File: config.mk
export PLATFORM = sky130hd
export DESIGN_NAME = ospi_ddr_tx
export DESIGN_NICKNAME = d
export VERILOG_FILES = /design/src/rtl/ospi_ddr_tx.sv
export SDC_FILE = /design/constraint.sdc
export NUM_CORES = 1
export LEC_CHECK = 0
export BUFFER_PORTS_ARGS = -buffer_cell sky130_fd_sc_hd__buf_2
export CORE_MARGIN = 2
export CORE_UTILIZATION = 50
export CTS_BUF_LIST = sky130_fd_sc_hd__clkbuf_4 sky130_fd_sc_hd__clkbuf_8
export DETAILED_ROUTE_END_ITERATION = 12
export PLACE_DENSITY = 0.68
export SYNTH_ARGS = -nofsm -noshare
export SYNTH_HDL_FRONTEND = slang
export SYNTH_SLANG_ARGS = --single-unit
File: constraint.sdc
create_clock -name clk -period 4.5 [get_ports clk]
set_clock_uncertainty 0.1 [all_clocks]
set_input_delay 0 -clock clk [delete_from_list [all_inputs] [get_ports clk]]
set_output_delay 0 -clock clk [all_outputs]
set_load 0.1 [all_outputs]
File: src/rtl/ospi_ddr_tx.sv
// OSPI transmit DDR sequencer: a {last, data} word FIFO feeding a chip-select framing FSM
// that drives the pad ODDR cells. Define OSPI_DDR_TX_MASK_EN to carry a 2-bit RWDS mask per word.
module ospi_ddr_tx #(
    parameter int FIFO_DEPTH = 4,
    parameter int CSS_CYCLES = 1,
    parameter int CSH_CYCLES = 1
) (
    input  logic        clk,
    input  logic        reset,
    input  logic        s_valid,
    output logic        s_ready,
    input  logic [15:0] s_data,
    input  logic        s_last,
`ifdef OSPI_DDR_TX_MASK_EN
    input  logic [1:0]  s_mask,
    output logic        rwds_dp_o,
    output logic        rwds_dn_o,
`endif
    output logic [7:0]  dp_o,
    output logic [7:0]  dn_o,
    output logic        oe_o,
    output logic        sclk_en_o,
    output logic        cs_n_o,
    output logic        busy_o,
    output logic        underrun_o
);

    localparam int PW   = $clog2(FIFO_DEPTH);
    localparam int CNTW = PW + 1;
    localparam int CMAX = (CSS_CYCLES > CSH_CYCLES) ? CSS_CYCLES : CSH_CYCLES;
    localparam int CW   = (CMAX > 1) ? $clog2(CMAX) : 1;
`ifdef OSPI_DDR_TX_MASK_EN
    localparam int EW   = 19;
`else
    localparam int EW   = 17;
`endif

    typedef enum logic [1:0] {IDLE, SETUP, XFER, HOLD} state_t;

    // FIFO storage and bookkeeping
    logic [EW-1:0]   mem [FIFO_DEPTH];
    logic [PW-1:0]   wr_ptr_reg;
    logic [PW-1:0]   rd_ptr_reg;
    logic [CNTW-1:0] count_reg;
    logic [CNTW-1:0] count_next;
    logic            s_ready_reg;
    logic            push;
    logic            pop;
    logic            fifo_nonempty;
    logic [EW-1:0]   wr_entry;
    logic [EW-1:0]   head;

    // Framing FSM
    state_t          state_reg;
    state_t          state_next;
    logic [CW-1:0]   cnt_reg;
    logic [CW-1:0]   cnt_next;
    logic            last_reg;
    logic            last_next;
    logic            oe_reg;
    logic            oe_next;
    logic            sclk_en_reg;
    logic            sclk_en_next;
    logic            cs_n_reg;
    logic            cs_n_next;
    logic            busy_reg;
    logic            busy_next;
    logic            underrun_reg;
    logic            underrun_next;
    logic [7:0]      dp_reg;
    logic [7:0]      dn_reg;
    logic            load_word;
    logic            clr_word;

`ifdef OSPI_DDR_TX_MASK_EN
    assign wr_entry = {s_last, s_mask, s_data};
`else
    assign wr_entry = {s_last, s_data};
`endif

    assign push          = s_valid && s_ready_reg;
    assign fifo_nonempty = (count_reg != '0);
    assign head          = mem[rd_ptr_reg];
    assign count_next    = count_reg + CNTW'(push) - CNTW'(pop);

    always_ff @(posedge clk) begin
        if (push) begin
            mem[wr_ptr_reg] <= wr_entry;
        end
    end

    // s_ready is registered from the post-edge occupancy, so a pop at full only
    // frees a slot for the following cycle.
    always_ff @(posedge clk) begin
        if (reset) begin
            wr_ptr_reg  <= '0;
            rd_ptr_reg  <= '0;
            count_reg   <= '0;
            s_ready_reg <= 1'b1;
        end else begin
            if (push) begin
                wr_ptr_reg <= wr_ptr_reg + PW'(1);
            end
            if (pop) begin
                rd_ptr_reg <= rd_ptr_reg + PW'(1);
            end
            count_reg   <= count_next;
            s_ready_reg <= (count_next != CNTW'(FIFO_DEPTH));
        end
    end

    always_comb begin
        state_next    = state_reg;
        cnt_next      = cnt_reg;
        last_next     = last_reg;
        oe_next       = oe_reg;
        sclk_en_next  = 1'b0;
        cs_n_next     = cs_n_reg;
        underrun_next = underrun_reg;
        pop           = 1'b0;
        load_word     = 1'b0;
        clr_word      = 1'b0;

        case (state_reg)
            IDLE: begin
                if (fifo_nonempty) begin
                    state_next    = SETUP;
                    cnt_next      = CW'(CSS_CYCLES - 1);
                    cs_n_next     = 1'b0;
                    underrun_next = 1'b0;
                end
            end
            SETUP: begin
                if (cnt_reg == '0) begin
                    pop        = 1'b1;
                    load_word  = 1'b1;
                    state_next = XFER;
                end else begin
                    cnt_next = cnt_reg - CW'(1);
                end
            end
            XFER: begin
                // A stall only follows a non-last word, so last_reg alone decides HOLD.
                if (last_reg) begin
                    state_next = HOLD;
                    clr_word   = 1'b1;
                    cnt_next   = CW'(CSH_CYCLES - 1);
                end else if (fifo_nonempty) begin
                    pop       = 1'b1;
                    load_word = 1'b1;
                end else begin
                    underrun_next = 1'b1;
                end
            end
            HOLD: begin
                if (cnt_reg == '0) begin
                    state_next = IDLE;
                    cs_n_next  = 1'b1;
                end else begin
                    cnt_next = cnt_reg - CW'(1);
                end
            end
            default: begin
                state_next = IDLE;
                cs_n_next  = 1'b1;
            end
        endcase

        if (load_word) begin
            last_next    = head[EW-1];
            oe_next      = 1'b1;
            sclk_en_next = 1'b1;
        end
        if (clr_word) begin
            last_next = 1'b0;
            oe_next   = 1'b0;
        end
        busy_next = (state_next != IDLE);
    end

    always_ff @(posedge clk) begin
        if (reset) begin
            state_reg    <= IDLE;
            cnt_reg      <= '0;
            last_reg     <= 1'b0;
            oe_reg       <= 1'b0;
            sclk_en_reg  <= 1'b0;
            cs_n_reg     <= 1'b1;
            busy_reg     <= 1'b0;
            underrun_reg <= 1'b0;
            dp_reg       <= '0;
            dn_reg       <= '0;
        end else begin
            state_reg    <= state_next;
            cnt_reg      <= cnt_next;
            last_reg     <= last_next;
            oe_reg       <= oe_next;
            sclk_en_reg  <= sclk_en_next;
            cs_n_reg     <= cs_n_next;
            busy_reg     <= busy_next;
            underrun_reg <= underrun_next;
            if (load_word) begin
                dp_reg <= head[15:8];
                dn_reg <= head[7:0];
            end else if (clr_word) begin
                dp_reg <= '0;
                dn_reg <= '0;
            end
        end
    end

`ifdef OSPI_DDR_TX_MASK_EN
    logic rwds_dp_reg;
    logic rwds_dn_reg;

    // Mask bits ride with the data byte pair and share its load/clear/hold behaviour.
    always_ff @(posedge clk) begin
        if (reset) begin
            rwds_dp_reg <= 1'b0;
            rwds_dn_reg <= 1'b0;
        end else if (load_word) begin
            rwds_dp_reg <= head[17];
            rwds_dn_reg <= head[16];
        end else if (clr_word) begin
            rwds_dp_reg <= 1'b0;
            rwds_dn_reg <= 1'b0;
        end
    end

    assign rwds_dp_o = rwds_dp_reg;
    assign rwds_dn_o = rwds_dn_reg;
`endif

    assign s_ready    = s_ready_reg;
    assign dp_o       = dp_reg;
    assign dn_o       = dn_reg;
    assign oe_o       = oe_reg;
    assign sclk_en_o  = sclk_en_reg;
    assign cs_n_o     = cs_n_reg;
    assign busy_o     = busy_reg;
    assign underrun_o = underrun_reg;

endmodule

==> metrics.txt <==
Crit. End Element=flip-flop; nets@finish=360; worst skew pair latency=360 ps; I/O pin total=42; synthesis warning total=0; placer congestion estimate=0.7081; post-synth cell types=39; die width=94.11 µm; Critical R2R Launch=state_reg[1]; arrival time at the worst endpoint=3260 ps; slowest stage delay, CP=590 ps; CP Launch Type=flip-flop; GR Overflow Total=0; CTS tree=yes; post-synthesis instance total=271; synth top area cells=edfxtp_1 (50%), dfxtp_1 (17%), mux2i_1 (12%); clk buf depth=2; Die Y=94.11 µm; fin crit share=68.91%; Inserted Clock Buffers=9; CP max stage cell=or4_4; Final Core Density=60.43%; CP Cell Sequence=inv_1, ha_1, or4_4, o211a_1, xnor2_1, ha_1, fa_1, xor3_1, nor2_1, nand2_1; Syn Area/Cell=14.98 µm²; worst vdd ir=0.2307 mV; Biggest register=mem; # H-tree levels=3; Total GRT Usage=16.78%; largest fanout on the critical path=8; area grow syn2layout=16.21%; Core Area=0.007807 mm²; Least-Margin Pin Slew=1029 ps; Max transition margin=31.41%; Vias/cell=5.197; FF-to-FF path depth=10; die footprint=0.008857 mm²; initial core utilization=52.00%; placement-stage cell area=0.004315 mm²; fin crit period=3101 ps; most frequent cells in the layout=edfxtp_1 (68), mux2i_1 (48), buf_2 (41); Worst Setup SP=state_reg[1]; Placement Rows=32; Reg clk slew, reported paths=100 ps; non-filler cells, final=437; largest net degree at the start of global routing=34; IO Port Bufs=41; PD cells=517.9 mW/mm²; Crit Path Class=reg -> reg; sequential element share of the synthesized area=67.06%; fmax=322.5 MHz; via count=2271; Final ANT Viol Nets=0; clk sinks=102; Mapped Nets=301; antenna violations before repair=0; Slew Viols, Final=0; HP Class=in -> reg; Pwr Total=2.444 mW; drt total wl=6.852 mm; Hold Path Origin=s_data[2]; Synth area leader=edfxtp_1; Final Cell Area=0.004718 mm²; first-pass GRT wire length=10.98 mm; status=finished clean; hold-critical path depth=2; Worst path most repeated cell=ha_1; final setup TNS=0 ps; routed len/inst=15.68 µm; max FFs per register=68; maxcap violations=0; DRC=0; DP HPWL=4.165 mm; DRT Pass-1 Iters=4; FF+latch count, synth=102; final hold viol count=0; final setup violation count=0; CTS resizes=0; Leakage Power=1.780 nW; RSZ-0062 raised after global routing=false; most common cell after layout, fill and taps aside=edfxtp_1; Clock Tree Root=clkbuf_8; CP required=4660 ps; share of cells above drive strength 1=20.00%; diode count=0; initial DRC count=72; Cell Area, Synth=0.004060 mm²; top-area cell type share of the netlist area=50.29%; vias in the first global route=2247; placed cells=401
-- synthesized netlist by cell type --
cell       number
a211oi_1        1
a21boi_0        2
a21oi_1         4
a31oi_1         1
and3_1          4
buf_12          1
buf_2           5
buf_6           2
clkbuf_1        7
dfxtp_1        34
edfxtp_1       68
fa_1            1
ha_1            9
inv_1           5
mux2_2          3
mux2i_1        48
mux4_2          1
nand2_1        23
nand2b_1        2
nand3_1         1
nand3b_1        1
nor2_1          8
nor2b_1         6
nor3_1          1
o2111ai_1       2
o211a_1         1
o211ai_2        1
o21a_1          1
o21ai_0         1
o22a_1         17
o22ai_1         1
o2bb2ai_1       1
o31a_1          1
o31ai_1         1
or2_2           1
or3_1           1
or4_4           1
xnor2_1         2
xor3_1          1
-- stage by stage --
stage | setup WS, ps | hold WS, ps
after floorplan | 1590 | -1.131
after global placement | 1543 | 113.3
after detailed placement | 1423 | 117.5
after CTS | 1408 | 272.2
after global routing | 1217 | 284.7
final | 1399 | 286.6
-- metal layers --
metal	GRT usage (%)	routed length (µm)
met5	0	0
met4	6.522	116
met3	2.889	156
met2	29.46	3419
met1	20.59	3160
-- worst max-delay path, delay by kind of cell (launching register included) --
kind / cells / cell delay, ps
fa+ha+maj: 3 / 870
simple gates: 3 / 780
xor+xnor: 2 / 510
flops: 1 / 420
compound gates: 1 / 220
buf+inv: 1 / 100
-- where the power goes --
group          switching, mW  internal, mW
combinational          0.459         0.205
sequential            0.0595          1.14
clock                  0.316         0.263
-- worst paths after layout --
| check | to | slack [ps] |
|---|---|---|
| setup / recovery | s_ready | 1400 |
| setup reg to reg | s_ready | 1400 |
| hold reg to reg | dp_o[1] | 360 |
| hold / removal | mem[2][2] | 290 |
-- cell families (layout without fill, tap and decap cells) --
group | count (synthesis) | in the layout | share of synthesized area, %
mux | 52 | 52 | 13.22
fa+ha+maj | 10 | 10 | 3.267
xor+xnor | 3 | 3 | 1.017
compound gates | 35 | 35 | 6.934
flops | 102 | 102 | 67.06
simple gates | 49 | 49 | 5.732
buf+inv | 20 | 84 | 2.774
-- what timing repair did --
item                                   in CTS  in global routing
endpoints found under the hold margin      77                  0
hold buffers                               20                  0
buffers inserted                            0                  0
-- cell type report --
class	count	area [µm²]
Tap cell	102	127.6
Inverter	5	18.77
Fill cell	625	3089
Multi-Input combinational cell	149	1225
Sequential cell	102	2724
Clock buffer	9	123.9
Timing Repair Buffer	63	420.4
Clock inverter	7	78.83
Power figures use the tool's default switching activity.
